`config.mk`:
```
export PLATFORM = sky130hd
export DESIGN_NAME = mcs4_rom_arbiter_flat
export DESIGN_NICKNAME = d
export VERILOG_FILES = /design/src/rtl/mcs4_rom_arbiter_pkg.sv /design/src/rtl/mcs4_rom_arbiter_if.sv /design/src/rtl/mcs4_rom_arbiter_phase_tracker.sv /design/src/rtl/mcs4_rom_arbiter.sv /design/src/flat_wrapper.sv
export SDC_FILE = /design/constraint.sdc
export NUM_CORES = 1
export LEC_CHECK = 0
export CORE_ASPECT_RATIO = 0.6
export CORE_MARGIN = 4
export CORE_UTILIZATION = 46
export CTS_CLUSTER_DIAMETER = 200
export DETAILED_ROUTE_END_ITERATION = 7
export GPL_TIMING_DRIVEN = 0
export PLACE_DENSITY_LB_ADDON = 0.08
export SYNTH_ARGS = -nofsm -noshare
export SYNTH_HDL_FRONTEND = slang
export SYNTH_SLANG_ARGS = --single-unit
```
`constraint.sdc`:
```
create_clock -name clk -period 5.34 [get_ports clk]
set_input_delay 1.068 -clock clk [delete_from_list [all_inputs] [get_ports clk]]
set_output_delay 1.068 -clock clk [all_outputs]
set_load 0.005 [all_outputs]
```
`src/rtl/mcs4_rom_arbiter_pkg.sv`:
```
// Shared MCS-4 types for the ROM arbiter and the RAM-side controllers.
package mcs4;
  localparam int Addr_width = 12;

  typedef logic [3:0]            char_t;
  typedef logic [Addr_width-1:0] addr_t;

  // One instruction cycle is eight clocks, starting at A1.
  typedef enum logic [2:0] {A1, A2, A3, M1, M2, X1, X2, X3} instr_cyc_t;

  typedef enum logic [1:0] {ST_IDLE, ST_RD_WAIT, ST_ACK} rom_arb_state_t;
endpackage

```
`src/rtl/mcs4_rom_arbiter_if.sv`:
```
// Host access port of the ROM arbiter: request/ack handshake plus data.
interface mcs4_rom_arbiter_if #(parameter int ADDR_W = mcs4::Addr_width);
  logic              host_req;
  logic              host_we;
  logic [ADDR_W-1:0] host_addr;
  logic [7:0]        host_wdata;
  logic              host_ack;
  logic [7:0]        host_rdata;

  modport master (output host_req, host_we, host_addr, host_wdata,
                  input  host_ack, host_rdata);
  modport slave  (input  host_req, host_we, host_addr, host_wdata,
                  output host_ack, host_rdata);
endinterface

```
`src/rtl/mcs4_rom_arbiter_phase_tracker.sv`:
```
// Follows the CPU instruction cycle from its sync pulse; flags any misalignment.
module mcs4_phase_tracker
  import mcs4::*;
(
  input  logic       clk,
  input  logic       rst_n,
  input  logic       sync,
  output instr_cyc_t phase,
  output logic       locked,
  output logic       sync_err
);

  always_ff @(posedge clk) begin
    if (!rst_n) begin
      phase    <= A1;
      locked   <= 1'b0;
      sync_err <= 1'b0;
    end else if (!locked) begin
      if (sync) begin
        phase  <= A1;
        locked <= 1'b1;
      end
    end else if (sync && phase != X3) begin
      sync_err <= 1'b1;
      phase    <= A1;
    end else begin
      // A missing sync at X3 is reported but the count keeps running.
      if (!sync && phase == X3) sync_err <= 1'b1;
      phase <= instr_cyc_t'(phase + 3'd1);
    end
  end

endmodule

```
`src/rtl/mcs4_rom_arbiter.sv`:
```
// Program memory arbiter: serves MCS-4 CPU fetches and slots host accesses
// into the cycles the CPU leaves free.
//
// state      | meaning
// ST_IDLE    | waiting for host_req; issues it when the slot is not a CPU fetch
// ST_RD_WAIT | host read in flight, mem_rdata captured into host_rdata
// ST_ACK     | host_ack high for one cycle
module mcs4_rom_arbiter
  import mcs4::*;
#(
  parameter int ADDR_W = Addr_width
) (
  input  logic              clk,
  input  logic              rst_n,
  input  logic              sync,
  input  char_t             cpu_dbus_in,
  output char_t             cpu_dbus_out,
  output logic              mem_en,
  output logic              mem_we,
  output logic [ADDR_W-1:0] mem_addr,
  output logic [7:0]        mem_wdata,
  input  logic [7:0]        mem_rdata,
  mcs4_rom_arbiter_if.slave host,
  output logic              locked,
  output logic              sync_err,
  output logic [15:0]       fetch_cnt
);

  instr_cyc_t     phase;
  rom_arb_state_t state;
  logic [7:0]     addr;
  char_t          fetch_buf;
  logic           cpu_fetch;
  logic           host_issue;

  mcs4_phase_tracker u_phase (
    .clk      (clk),
    .rst_n    (rst_n),
    .sync     (sync),
    .phase    (phase),
    .locked   (locked),
    .sync_err (sync_err)
  );

  // The rst_n qualifier keeps the memory strobes quiet while reset is held.
  assign cpu_fetch  = rst_n && locked && phase == A3;
  assign host_issue = rst_n && state == ST_IDLE && host.host_req
                      && !(locked && phase == A3);

  always_comb begin
    mem_en    = 1'b0;
    mem_we    = 1'b0;
    mem_addr  = '0;
    mem_wdata = '0;
    if (cpu_fetch) begin
      mem_en   = 1'b1;
      mem_addr = ADDR_W'({cpu_dbus_in, addr});
    end else if (host_issue) begin
      mem_en    = 1'b1;
      mem_we    = host.host_we;
      mem_addr  = host.host_addr;
      mem_wdata = host.host_wdata;
    end
  end

  // OPR is forwarded live from memory in M1; only OPA needs to be held for M2.
  always_comb begin
    cpu_dbus_out = '0;
    if (rst_n && locked) begin
      case (phase)
        M1:      cpu_dbus_out = mem_rdata[7:4];
        M2:      cpu_dbus_out = fetch_buf;
        default: cpu_dbus_out = '0;
      endcase
    end
  end

  always_ff @(posedge clk) begin
    if (!rst_n) begin
      addr      <= '0;
      fetch_buf <= '0;
      fetch_cnt <= '0;
    end else if (locked) begin
      case (phase)
        A1:      addr[3:0] <= cpu_dbus_in;
        A2:      addr[7:4] <= cpu_dbus_in;
        A3:      fetch_cnt <= fetch_cnt + 16'd1;
        M1:      fetch_buf <= mem_rdata[3:0];
        default: ;
      endcase
    end
  end

  always_ff @(posedge clk) begin
    if (!rst_n) begin
      state           <= ST_IDLE;
      host.host_ack   <= 1'b0;
      host.host_rdata <= '0;
    end else begin
      host.host_ack <= 1'b0;
      case (state)
        ST_IDLE: begin
          if (host_issue) begin
            state         <= host.host_we ? ST_ACK : ST_RD_WAIT;
            host.host_ack <= host.host_we;
          end
        end
        ST_RD_WAIT: begin
          host.host_rdata <= mem_rdata;
          host.host_ack   <= 1'b1;
          state           <= ST_ACK;
        end
        ST_ACK:  state <= ST_IDLE;
        default: state <= ST_IDLE;
      endcase
    end
  end

endmodule

```
`src/flat_wrapper.sv`:
```
// flat-port wrapper written by rule: the top's interface ports become plain ports
module mcs4_rom_arbiter_flat import mcs4::*;
#(
  parameter int ADDR_W = Addr_width
)
  (clk, rst_n, sync, cpu_dbus_in, cpu_dbus_out, mem_en, mem_we, mem_addr, mem_wdata, mem_rdata, locked, sync_err, fetch_cnt, host_host_req, host_host_we, host_host_addr, host_host_wdata, host_host_ack, host_host_rdata);
  mcs4_rom_arbiter_if #(.ADDR_W(ADDR_W)) host_i ();
  input  logic clk;
  input  logic rst_n;
  input  logic sync;
  input  char_t cpu_dbus_in;
  output char_t cpu_dbus_out;
  output logic mem_en;
  output logic mem_we;
  output logic [ADDR_W-1:0] mem_addr;
  output logic [7:0] mem_wdata;
  input  logic [7:0] mem_rdata;
  output logic locked;
  output logic sync_err;
  output logic [15:0] fetch_cnt;
  input wire logic [$bits(host_i.host_req)-1:0] host_host_req;
  input wire logic [$bits(host_i.host_we)-1:0] host_host_we;
  input wire logic [$bits(host_i.host_addr)-1:0] host_host_addr;
  input wire logic [$bits(host_i.host_wdata)-1:0] host_host_wdata;
  output wire logic [$bits(host_i.host_ack)-1:0] host_host_ack;
  output wire logic [$bits(host_i.host_rdata)-1:0] host_host_rdata;
  assign host_i.host_req = host_host_req;
  assign host_i.host_we = host_host_we;
  assign host_i.host_addr = host_host_addr;
  assign host_i.host_wdata = host_host_wdata;
  assign host_host_ack = host_i.host_ack;
  assign host_host_rdata = host_i.host_rdata;
  mcs4_rom_arbiter #(.ADDR_W(ADDR_W)) u_core (.clk(clk), .rst_n(rst_n), .sync(sync), .cpu_dbus_in(cpu_dbus_in), .cpu_dbus_out(cpu_dbus_out), .mem_en(mem_en), .mem_we(mem_we), .mem_addr(mem_addr), .mem_wdata(mem_wdata), .mem_rdata(mem_rdata), .host(host_i), .locked(locked), .sync_err(sync_err), .fetch_cnt(fetch_cnt));
endmodule
```
# After elaboration in Yosys (flattened, before gate mapping)
# Cells that the tools add are included.
[word_totals]
reg_bits = 44
input_bits = 37
out_inout_bits = 53
elab_cells = 60
[classes]
add_sub_neg = 2
eq_ne = 8
mux = 21
reduce_logical = 19
[op_table]
columns = ["operator", "count"]
rows = [
  ["$mux W12", 2],
  ["$add A16 B1 Y16 const B", 1],
  ["$mux W8", 2],
  ["$reduce_and A2 Y1", 5],
  ["$mux W3", 3],
  ["$logic_and A1 B1 Y1", 8],
  ["$mux W1", 8],
  ["$pmux W4 S2", 1],
  ["$eq A3 B2 Y1 const B", 2],
  ["$eq A3 B3 Y1 const B", 2],
  ["$mux W2", 2],
  ["$mux W4", 1],
  ["$pmux W2 S2", 1],
  ["$reduce_bool A2 Y1", 2],
  ["$add A3 B1 Y3 const B", 1],
  ["$eq A3 B1 Y1 const B", 1],
  ["$logic_not A3 Y1", 1],
  ["$ne A3 B3 Y1 const B", 1],
  ["$eq A2 B1 Y1 const B", 1],
  ["$logic_not A1 Y1", 2],
  ["$logic_not A2 Y1", 1],
  ["$ne A2 B1 Y1 const B", 1],
  ["$pmux W1 S2", 1],
]

# Depth between registers and ports, before layout
# Gate-level depths: netlist of run 1.
[logic_depth]
ltp_word = 6
depth_mapped = 7
depth_no_buf = 7

# By module
# Synthesis of run 1 repeated with hierarchy kept, for this count alone.
[hier_totals]
hier_cells = 227
area_unflattened_um2 = 2079.5
[modules_own_cells]
columns = ["module", "instances", "cells_per_inst", "area_per_inst_um2", "seq_area_each_um2"]
rows = [
  ["mcs4_rom_arbiter", 1, 206, 1838.0, 780.7],
  ["mcs4_phase_tracker", 1, 21, 241.5, 100.1],
]

# Least setup slack after synthesis of run 1
# OpenSTA, ideal clock, no wires.
[synth_path]
path_kind = "input to output"
startpoint = "in host_host_req"
endpoint = "out mem_addr[10]"
t_arrival_ps = 2070
required_ps = 4272
slack_ps = 2202
stages = 5
n_path_buf = 2
path_cell_list = "nor3b_1 and3_1 clkbuf_1 clkbuf_1 a22o_1"
[synth_via]
elab_chain_len = 4
[synth_lines]
columns = ["item", "line_no", "text"]
rows = [
  ["from (decl)", "flat_wrapper.sv:21", "input wire logic [$bits(host_i.host_req)-1:0] host_host_req;"],
  ["$logic_and A1 B1 Y1", "mcs4_rom_arbiter.sv:47", "assign host_issue = rst_n && state == ST_IDLE && host.host_req"],
  ["$logic_and A1 B1 Y1", "mcs4_rom_arbiter.sv:48", "&& !(locked && phase == A3);"],
  ["$mux W12", "mcs4_rom_arbiter.sv:58", "end else if (host_issue) begin"],
  ["$mux W12", "mcs4_rom_arbiter.sv:55", "if (cpu_fetch) begin"],
  ["to (decl)", "flat_wrapper.sv:15", "output logic [ADDR_W-1:0] mem_addr;"],
]
# Every way passes these cells.

# Worst setup path in the final report of run 1
[layout_path]
startpoint = "in host_host_req"
endpoint = "out mem_addr[3]"
# Same word-level chain as after synthesis.

==> results of run 1 <==
-- sequential cells by signal (all words and copies together), names as in the netlist --
signal and cells:
u_core.fetch_cnt 16, u_core.addr 8, u_core.host.host_rdata 8, u_core.fetch_buf 4, u_core.u_phase.phase 3, u_core.state 2, u_core.host.host_ack 1, u_core.u_phase.locked 1
u_core.u_phase.sync_err 1
-- per-layer routing --
metal	vias up	wire length, microns	part of all wire, %
met5	-	0	0
met4	0	37	0.65
met3	4	604	11
met2	82	2238	40
met1	967	2769	49
li1	1075	-	-
-- power groups by stage --
stage               registers [mW]  clock network [mW]  logic (mW)
floorplan                    0.347                   0      0.0327
global placement             0.347                   0      0.0902
detailed placement           0.347                   0      0.0912
CTS                          0.340               0.222      0.0918
global route                 0.341               0.231      0.0999
finish                       0.340               0.216      0.0912
-- worst max-delay path: cells and delay by family --
kind	cells	cell delay (ns)
buffers and inverters	4	1.57
and+or+nand+nor	2	0.54
AOI/OAI and AO/OA	1	0.22
-- worst max-delay path by stage --
| stage | startpoint | end | depth (start not counted) | slack [ns] |
|---|---|---|---|---|
| after floorplan | host_host_req | mem_addr[10] | 5 | 2.20 |
| after global placement | host_host_req | mem_addr[6] | 7 | 0.91 |
| after detailed placement | host_host_req | mem_addr[3] | 7 | 0.89 |
| after CTS | host_host_req | mem_addr[3] | 7 | 0.87 |
| after global routing | host_host_req | mem_addr[3] | 7 | 0.69 |
| final | host_host_req | mem_addr[3] | 7 | 0.87 |
-- cells in the final DEF (no fill, tap or decap), drive strengths merged, types with 4 or more instances in the layout --
master         Yosys  layout
clkbuf            15      22
ha                 8       8
nand2             41      41
and2              23      23
a22o              12      12
xor2               4       4
dfxtp             44      44
xnor2              6       6
nor2b              4       4
inv                6       6
a21boi            24      24
nand3             19      19
clkdlybuf4s50      0      89
nand2b             4       4
o21ai              4       4
nor2               7       7
a32oi              4       4
-- cells by family (layout without fill, tap and decap cells) --
kind of cell | Yosys count | count (layout) | share of synthesized area (%)
DFF | 44 | 44 | 39.95
and+or+nand+nor | 119 | 119 | 28.38
buffers and inverters | 23 | 120 | 4.597
AOI/OAI and AO/OA | 49 | 49 | 17.14
muxes | 3 | 3 | 1.419
adders and majority gates | 8 | 8 | 4.540
xor gates and xnor gates | 10 | 10 | 3.973
-- stage by stage --
| stage | worst slack [ns] | cell area [sq um] | power, mW | hold WS, ns |
|---|---|---|---|---|
| after floorplan | 2.202 | 2205 | 0.3795 | 0.4432 |
| after global placement | 0.9112 | 3174 | 0.4374 | 0.4452 |
| after CTS | 0.8728 | 3268 | 0.6535 | 0.4732 |
| after detailed placement | 0.8856 | 3174 | 0.4387 | 0.4614 |
| final | 0.8679 | 3268 | 0.6473 | 0.4678 |
| after global routing | 0.6854 | 3268 | 0.6722 | 0.4889 |
-- area by class of cell --
class,instances,area (sq um)
Fill cell,391,1320
Multi-Input combinational cell,189,1222
Timing Repair Buffer,89,890.9
Sequential cell,44,880.8
Clock buffer,7,86.33
Buffer,17,78.83
Tap cell,63,78.83
Inverter,6,22.52
Clock inverter,1,7.507
==> impl_metrics.ini, run 1 <==
[synthesis]
synth_top_area_share_pct = 39.95
yosysWarnings = 0
syn_area_sq_mm = 0.002205
ys_top_cells_by_area = dfxtp_1 40%, a21boi_0 7.2%, nand2_1 7.0%
netlist_instances = 256
yosysMostFrequentCell = dfxtp_1
synth_nets = 301
ys_seq_area_share_pct = 39.95
synth.distinct_cells = 35
yosys-top-cells-count = 44 x dfxtp_1, 41 x nand2_1, 23 x and2_1
ys.flop_type = dfxtp_1
syn_avg_cell_area_sq_um = 8.612
ys_ff_latch = 44
synth-edff-count = 0
synth_top_cell_by_area = dfxtp_1
synthArstFlopShare_pct = 0

[sta]
setup_tns_ns = 0
clock_skew_ns = 0.009265
slew_headroom_pct = 69.30
finalCritPeriodShare_pct = 83.75
worst_pin_slew_ns = 0.4605
hold_viol = 0
final_max_slew_viol_count = 0
finalSetupViolCount = 0
fmax_ghz = 0.2236
rsz0062_at_grt = false
period_needed_ns = 4.472

[placed_design]
placed_cells = 408
port_buffers = 89
dp_hpwl_mm = 4.468
gp_congestion = 0.7913

[clock_tree]
cts.sinks = 44
cts.clk_slew.worst_paths_ns = 0.08
postCtsSetupBuffers = 0
insertion_delay_ns = 0.30
ctsLongestPathBuffers = 2
clk_root_buffer_cell = clkbuf_8
cts_resized = 0
cts_hold_buf = 0
htree_levels = 2
numCtsBuffers = 5
cts_tree = done

[worst_setup_path]
path_cells = clkdlybuf4s50_1 > nor3b_1 > and3_1 > clkbuf_1 > clkbuf_1 > a22o_1 > clkdlybuf4s50_1
cpMaxStageDelayCell = clkdlybuf4s50_1
r2r_cells = 7
cpPeakStageDelay_ns = 0.51
rrSetupSlack_ns = 3.35
cp.arrival_ns = 3.40
required_ns = 4.27
worstSetupPathType = in -> out
end_kind = primary output
rr_endpoint = u_core.fetch_cnt[13]$_SDFFE_PN0P_
worstPathMaxFanout = 10
rr_startpoint = u_core.u_phase.phase[0]$_SDFFE_PN0P_
setup.worst_path.start_class = input port

[power]
powerDensity_mw_per_mm2 = 198.1
cellLeakagePower_nw = 1.180
power_frac_clock_pct = 33.4
ir_drop_v = 0.0001811
cell_internal_pwr_uw = 496.5
power_frac_comb_pct = 14.1
switching_share_pct = 23.29
switchingPower_uw = 150.8
seqPwrFrac_pct = 52.5

[detailed_routing]
viasPerCell = 5.115
drtIter0Drc = 69
via_count = 2128
drt_pass1_iterations = 4
drt-total-wl_mm = 5.649
drt-wirelength-per-cell_microns = 13.58
drc = 0
antenna_left = 0

[cells_and_area]
drive_gt1_share_pct = 3.399
antennaDiodeCount = 0
stdcell_count = 416
area_growth_pct = 48.24
utilization_pct = 71.23
final_nets = 397

[floorplan]
initial_core_util_pct = 48.05
fp.dieH_microns = 61.63
io-pin-count = 90
dieArea_sq_mm = 0.006001
core-area_sq_mm = 0.004588
die_w_microns = 97.38
placementRows = 19

[hold_path]
hp-start = u_core.host.host_rdata[0]$_SDFFE_PN0P_
hold_path_end = u_core.host.host_rdata[0]$_SDFFE_PN0P_
hp-class = reg -> reg
hold_depth = 2

[global_routing]
grt_util_met2_pct = 29.02
antenna_found_initial = 0
grt_first_pass_wirelength_mm = 9.059
grt_start_max_net_pins = 14
grt_busiest_layer = met2
track_usage_pct = 19.07
grt_pass1_vias = 1937
gr-total-overflow = 0
use_met3_pct = 8.145
met1_usage_pct = 25.32

[outcome]
status = completed

[run]
max_cap_violations = 0
No activity file was read; power rests on OpenSTA's default activity.
==> run 2, diff against run 1 <==
--- a/config.mk
+++ b/config.mk
@@ -7,7 +7,7 @@
 export LEC_CHECK = 0
 export CORE_ASPECT_RATIO = 0.6
 export CORE_MARGIN = 4
-export CORE_UTILIZATION = 46
+export CORE_UTILIZATION = 39
 export CTS_CLUSTER_DIAMETER = 200
 export DETAILED_ROUTE_END_ITERATION = 7
 export GPL_TIMING_DRIVEN = 0
==> constraint.sdc (replaced) <==
create_clock -name clk -period 3.8 [get_ports clk]
set_input_delay 0.76 -clock clk [delete_from_list [all_inputs] [get_ports clk]]
set_output_delay 0.76 -clock clk [all_outputs]
set_load 0.005 [all_outputs]
==> run 2 against run 1 <==
  * Sequential cell count stayed put
  * Hold slack lost 0.0025 ns
  * First-iteration DRC count grew 48%
  * Count of clock-buffer cells in the layout decreased by 1
  * Critical path type unchanged
  * Largest power group unchanged
  * Cell count increased by 0.72%
  * Largest cell class unchanged
  * Core utilization decreased by 8.6 points
  * Non-clock buffer count stayed put
==> impl_metrics.ini, run 2 (synthesis results as in run 1) <==
[outcome]
status = completed

[detailed_routing]
drt-total-wl_mm = 5.752
drc = 0
antenna_left = 0
viasPerCell = 5.057
drtIter0Drc = 102
via_count = 2119
drt-wirelength-per-cell_microns = 13.73
drt_pass1_iterations = 4

[clock_tree]
cts_tree = done
cts_hold_buf = 0
htree_levels = 2
cts.sinks = 44
ctsLongestPathBuffers = 2
numCtsBuffers = 5
postCtsSetupBuffers = 0
insertion_delay_ns = 0.29
clk_root_buffer_cell = clkbuf_8
cts.clk_slew.worst_paths_ns = 0.08

[power]
power_frac_comb_pct = 13.5
switchingPower_uw = 209.6
seqPwrFrac_pct = 50.0
switching_share_pct = 21.94
cellLeakagePower_nw = 1.201
ir_drop_v = 0.0002269
powerDensity_mw_per_mm2 = 290.1
finalPower_uw = 955.2
power_frac_clock_pct = 36.5
cell_internal_pwr_uw = 745.6

[cells_and_area]
antennaDiodeCount = 0
largest_register_ff_count = 16
drive_gt1_share_pct = 4.249
top_register = u_core.fetch_cnt
reg_top3 = u_core.fetch_cnt x16, u_core.addr x8, u_core.host.host_rdata x8
final_common_cell = clkdlybuf4s50_1
final_nets = 397
area_growth_pct = 49.38
layout_common_cells = 89 x clkdlybuf4s50_1, 44 x dfxtp_1, 41 x nand2_1

[sta]
fmax_ghz = 0.2780
finalSetupViolCount = 0
clock_skew_ns = 0.008372
setup_tns_ns = 0
final_max_slew_viol_count = 0
slew_headroom_pct = 69.82
worst_pin_slew_ns = 0.4527
hold_viol = 0
finalCritPeriodShare_pct = 94.65
rsz0062_at_grt = false
period_needed_ns = 3.597

[floorplan]
die_w_microns = 105.1
placementRows = 20
core-area_sq_mm = 0.005255
io-pin-count = 90
initial_core_util_pct = 41.95
fp.dieH_microns = 66.24
dieArea_sq_mm = 0.006960

[global_routing]
track_usage_pct = 16.96
grt_start_max_net_pins = 14
grt_first_pass_wirelength_mm = 9.459
gr-total-overflow = 0
grt_pass1_vias = 1997
antenna_found_initial = 0

[placed_design]
gp_congestion = 0.7845
port_buffers = 89
dp_hpwl_mm = 4.595

[worst_setup_path]
setup.worst_path.start_class = input port
worstPathMaxFanout = 10
cp.arrival_ns = 2.84
end_kind = primary output
worstSetupPathType = in -> out
required_ns = 3.04

[hold_path]
hp-class = reg -> reg

[run]
max_cap_violations = 0
## run 2: metrics by stage
| stage | cells | util [%] | hold slack, ns | setup WS [ns] | area, sq um |
|---|---|---|---|---|---|
| global placement | 411 | 60.48 | 0.4487 | -0.03326 | 3178 |
| global route | 419 | 62.67 | 0.4850 | 0.07346 | 3293 |
| finish | 419 | 62.67 | 0.4653 | 0.2034 | 3293 |
| CTS | 419 | 62.55 | 0.4692 | 0.03185 | 3287 |
| floorplan | 256 | - | 0.4432 | 1.278 | 2205 |
| detailed placement | 411 | 60.48 | 0.4565 | -0.04851 | 3178 |
## run 2: cell type report
type | instances | area, sq um
Fill cell | 488 | 1962
Multi-Input combinational cell | 189 | 1227
Timing Repair Buffer | 89 | 890.9
Sequential cell | 44 | 880.8
Tap cell | 66 | 82.58
Buffer | 17 | 81.33
Clock buffer | 6 | 72.57
Clock inverter | 2 | 35.03
Inverter | 6 | 22.52
## run 2: power groups by stage
stage | registers, mW | logic (mW) | clock network [mW]
4_1_cts | 0.478 | 0.130 | 0.360
5_1_grt | 0.479 | 0.141 | 0.381
2_1_floorplan | 0.487 | 0.0459 | 0
3_3_place_gp | 0.488 | 0.128 | 0
6_report | 0.477 | 0.129 | 0.349
3_5_place_dp | 0.488 | 0.129 | 0
## run 2: final timing paths
check	start	to	slack (ns)	depth (start not counted)
max	host_host_req	mem_addr[5]	0.20	7
min	u_core.addr[0]$_SDFFE_PN0P_	u_core.addr[0]$_SDFFE_PN0P_	0.47	2
max reg2reg	u_core.u_phase.phase[0]$_SDFFE_PN0P_	u_core.fetch_cnt[11]$_SDFFE_PN0P_	1.79	7
min reg2reg	u_core.addr[0]$_SDFFE_PN0P_	u_core.addr[0]$_SDFFE_PN0P_	0.47	2
## run 2: layer usage
layer | track usage [%] | share of wire [%]
met1 | 22.91 | 50
met2 | 25.48 | 40
met3 | 6.439 | 9.9
met4 | 4.092 | 0.17
met5 | 0 | 0
## run 2: worst max-delay path: stages
cell and delay (ns):
clkdlybuf4s50_1 0.44, nor3b_2 0.24, and3_1 0.19, clkbuf_1 0.27
clkbuf_2 0.27, a22o_1 0.17, clkdlybuf4s50_1 0.50
## run 2: repair_timing
item                                    in CTS  in global routing
resized for setup                            1                  3
gates cloned                                 0                  0
endpoints found under the setup margin      10                 19
==> run 3, diff against run 2 <==
--- a/config.mk
+++ b/config.mk
@@ -7,7 +7,7 @@
 export LEC_CHECK = 0
 export CORE_ASPECT_RATIO = 0.6
 export CORE_MARGIN = 4
-export CORE_UTILIZATION = 39
+export CORE_UTILIZATION = 43
 export CTS_CLUSTER_DIAMETER = 200
 export DETAILED_ROUTE_END_ITERATION = 7
 export GPL_TIMING_DRIVEN = 0
==> constraint.sdc (replaced) <==
create_clock -name clk -period 3.7 [get_ports clk]
set_input_delay 0.74 -clock clk [delete_from_list [all_inputs] [get_ports clk]]
set_output_delay 0.74 -clock clk [all_outputs]
set_load 0.01 [all_outputs]
==> run 3 against run 2 <==
  * Die area shrank 8.4%
  * Via count grew 0.19%
  * Clock skew grew 0.00081 ns
  * Largest cell class unchanged
  * Cell count shrank 0.95%
  * Largest power group unchanged
  * Worst setup slack gained 0.0050 ns
  * Global-route usage grew 1.1 points
==> impl_metrics.ini, run 3 (synthesis results as in run 1) <==
[placed_design]
dp_hpwl_mm = 4.522
pre_cts_slack_ns = -0.1580
placed_cells = 408
port_buffers = 89
gp_congestion = 0.8061
place_area_sq_mm = 0.003174

[clock_tree]
htree_levels = 2
numCtsBuffers = 5
postCtsSetupBuffers = 0
ctsLongestPathBuffers = 2
cts_tree = done
cts.sinks = 44
clk_root_buffer_cell = clkbuf_8
insertion_delay_ns = 0.29
cts.clk_slew.worst_paths_ns = 0.08

[global_routing]
gr-total-overflow = 0
track_usage_pct = 18.04
grt_start_max_net_pins = 14
grt_pass1_vias = 1975
grt_first_pass_wirelength_mm = 9.246
antenna_found_initial = 0

[detailed_routing]
drt-wirelength-per-cell_microns = 13.88
viasPerCell = 5.116
drtIter0Drc = 101
drt-total-wl_mm = 5.760
drt_pass1_iterations = 4
antenna_left = 0
drc = 0
via_count = 2123

[cells_and_area]
layout_common_cells = 89 x clkdlybuf4s50_1, 44 x dfxtp_1, 41 x nand2_1
top_register = u_core.fetch_cnt
stdcell_count = 415
utilization_pct = 68.82
area_growth_pct = 48.41
reg_top3 = u_core.fetch_cnt x16, u_core.addr x8, u_core.host.host_rdata x8
multi_input_area_sq_mm = 0.001227
fillCellCount = 416
drive_gt1_share_pct = 4.261
finalInstanceArea_sq_mm = 0.003272
largest_register_ff_count = 16
seq_area_sq_um = 880.8
final_nets = 396
antennaDiodeCount = 0
final_common_cell = clkdlybuf4s50_1

[sta]
hold_viol = 0
finalCritPeriodShare_pct = 94.37
slew_headroom_pct = 69.54
rsz0062_at_grt = false
fmax_ghz = 0.2864
setup_tns_ns = 0
fin_ws_ns = 0.2084
period_needed_ns = 3.492
clock_skew_ns = 0.009186
worst_pin_slew_ns = 0.4569
final_max_slew_viol_count = 0
hold_ws_ns = 0.4669
finalSetupViolCount = 0

[power]
ir_drop_v = 0.0001970
finalPower_uw = 938.4
cellLeakagePower_nw = 1.189
powerDensity_mw_per_mm2 = 286.8

[worst_setup_path]
critical_path.top_delay_family = buffers and inverters
worst_path_most_repeated_cell = clkdlybuf4s50_1
worstSetupPathType = in -> out
end_kind = primary output
worstPathMaxFanout = 10
path_cells = clkdlybuf4s50_1 > nor3b_2 > and3_1 > clkbuf_2 > a22o_1 > clkdlybuf4s50_1
worstPathBufferInverterCount = 3
cpPeakStageDelay_ns = 0.54
cp.arrival_ns = 2.75
setup.worst_path.start_class = input port
required_ns = 2.96
cpMaxStageDelayCell = clkdlybuf4s50_1

[floorplan]
initial_core_util_pct = 46.37
placementRows = 19
core-area_sq_mm = 0.004755
fp.dieH_microns = 63.47
io-pin-count = 90
die_w_microns = 100.4
dieArea_sq_mm = 0.006374

[outcome]
status = completed

[run]
max_cap_violations = 0

[hold_path]
hp-class = reg -> reg
run 3: cell types whose count changed in the layout (fill, tap and decap cells not counted):
cell        before  now
bufinv_16        1    0
clkbuf_1        14   13
clkinv_2         1    0
clkbuf_8         5    6
clkinvlp_4       0    1
run 3: path summary, 6_finish.rpt:
kind                                                             start                                endpoint  slack [ns]  depth (start not counted)
worst max-delay path                                     host_host_req                             mem_addr[3]        0.21                          6
worst min-delay path            u_core.host.host_rdata[2]$_SDFFE_PN0P_  u_core.host.host_rdata[2]$_SDFFE_PN0P_        0.47                          2
worst max register to register    u_core.u_phase.phase[0]$_SDFFE_PN0P_       u_core.fetch_cnt[11]$_SDFFE_PN0P_        1.69                          7
worst min register to register  u_core.host.host_rdata[2]$_SDFFE_PN0P_  u_core.host.host_rdata[2]$_SDFFE_PN0P_        0.47                          2
run 3: cell type report:
cell class                 instances  share of cell area [%]
clock buffer                       7                   2.639
inverter                           6                  0.6883
multi-input combinational        189                   37.51
timing repair buffer              89                   27.23
tap                               63                   2.409
sequential                        44                   26.92
buffer                            16                   2.371
clock inverter                     1                  0.2294
run 3: routing by layer:
metal / track usage (%) / part of all wire [%] / vias up
li1: - / - / 1077
met2: 26.57 / 40 / 77
met4: 3.529 / 0.50 / 0
met5: 0 / 0 / -
met3: 7.277 / 10 / 4
met1: 24.88 / 49 / 965
run 3: report_power, final:
part | internal, mW | switching, mW | total, mW
clock network | 0.152 | 0.158 | 0.310
logic | 0.0824 | 0.0556 | 0.138
registers | 0.483 | 0.00766 | 0.491
run 3: worst min-delay path: cells and delay by family (launching register included):
family             cells  cell delay, ns
AOI/OAI and AO/OA      1            0.06
DFF                    1            0.32
and+or+nand+nor        1            0.04
run 3: timing repair:
action / 4_1_cts / 5_1_grt
hold buffers: 0 / 0
endpoints found under the hold margin: 0 / 0
gates cloned: 0 / 0
endpoints found under the setup margin: 19 / 17
resized for setup: 2 / 2
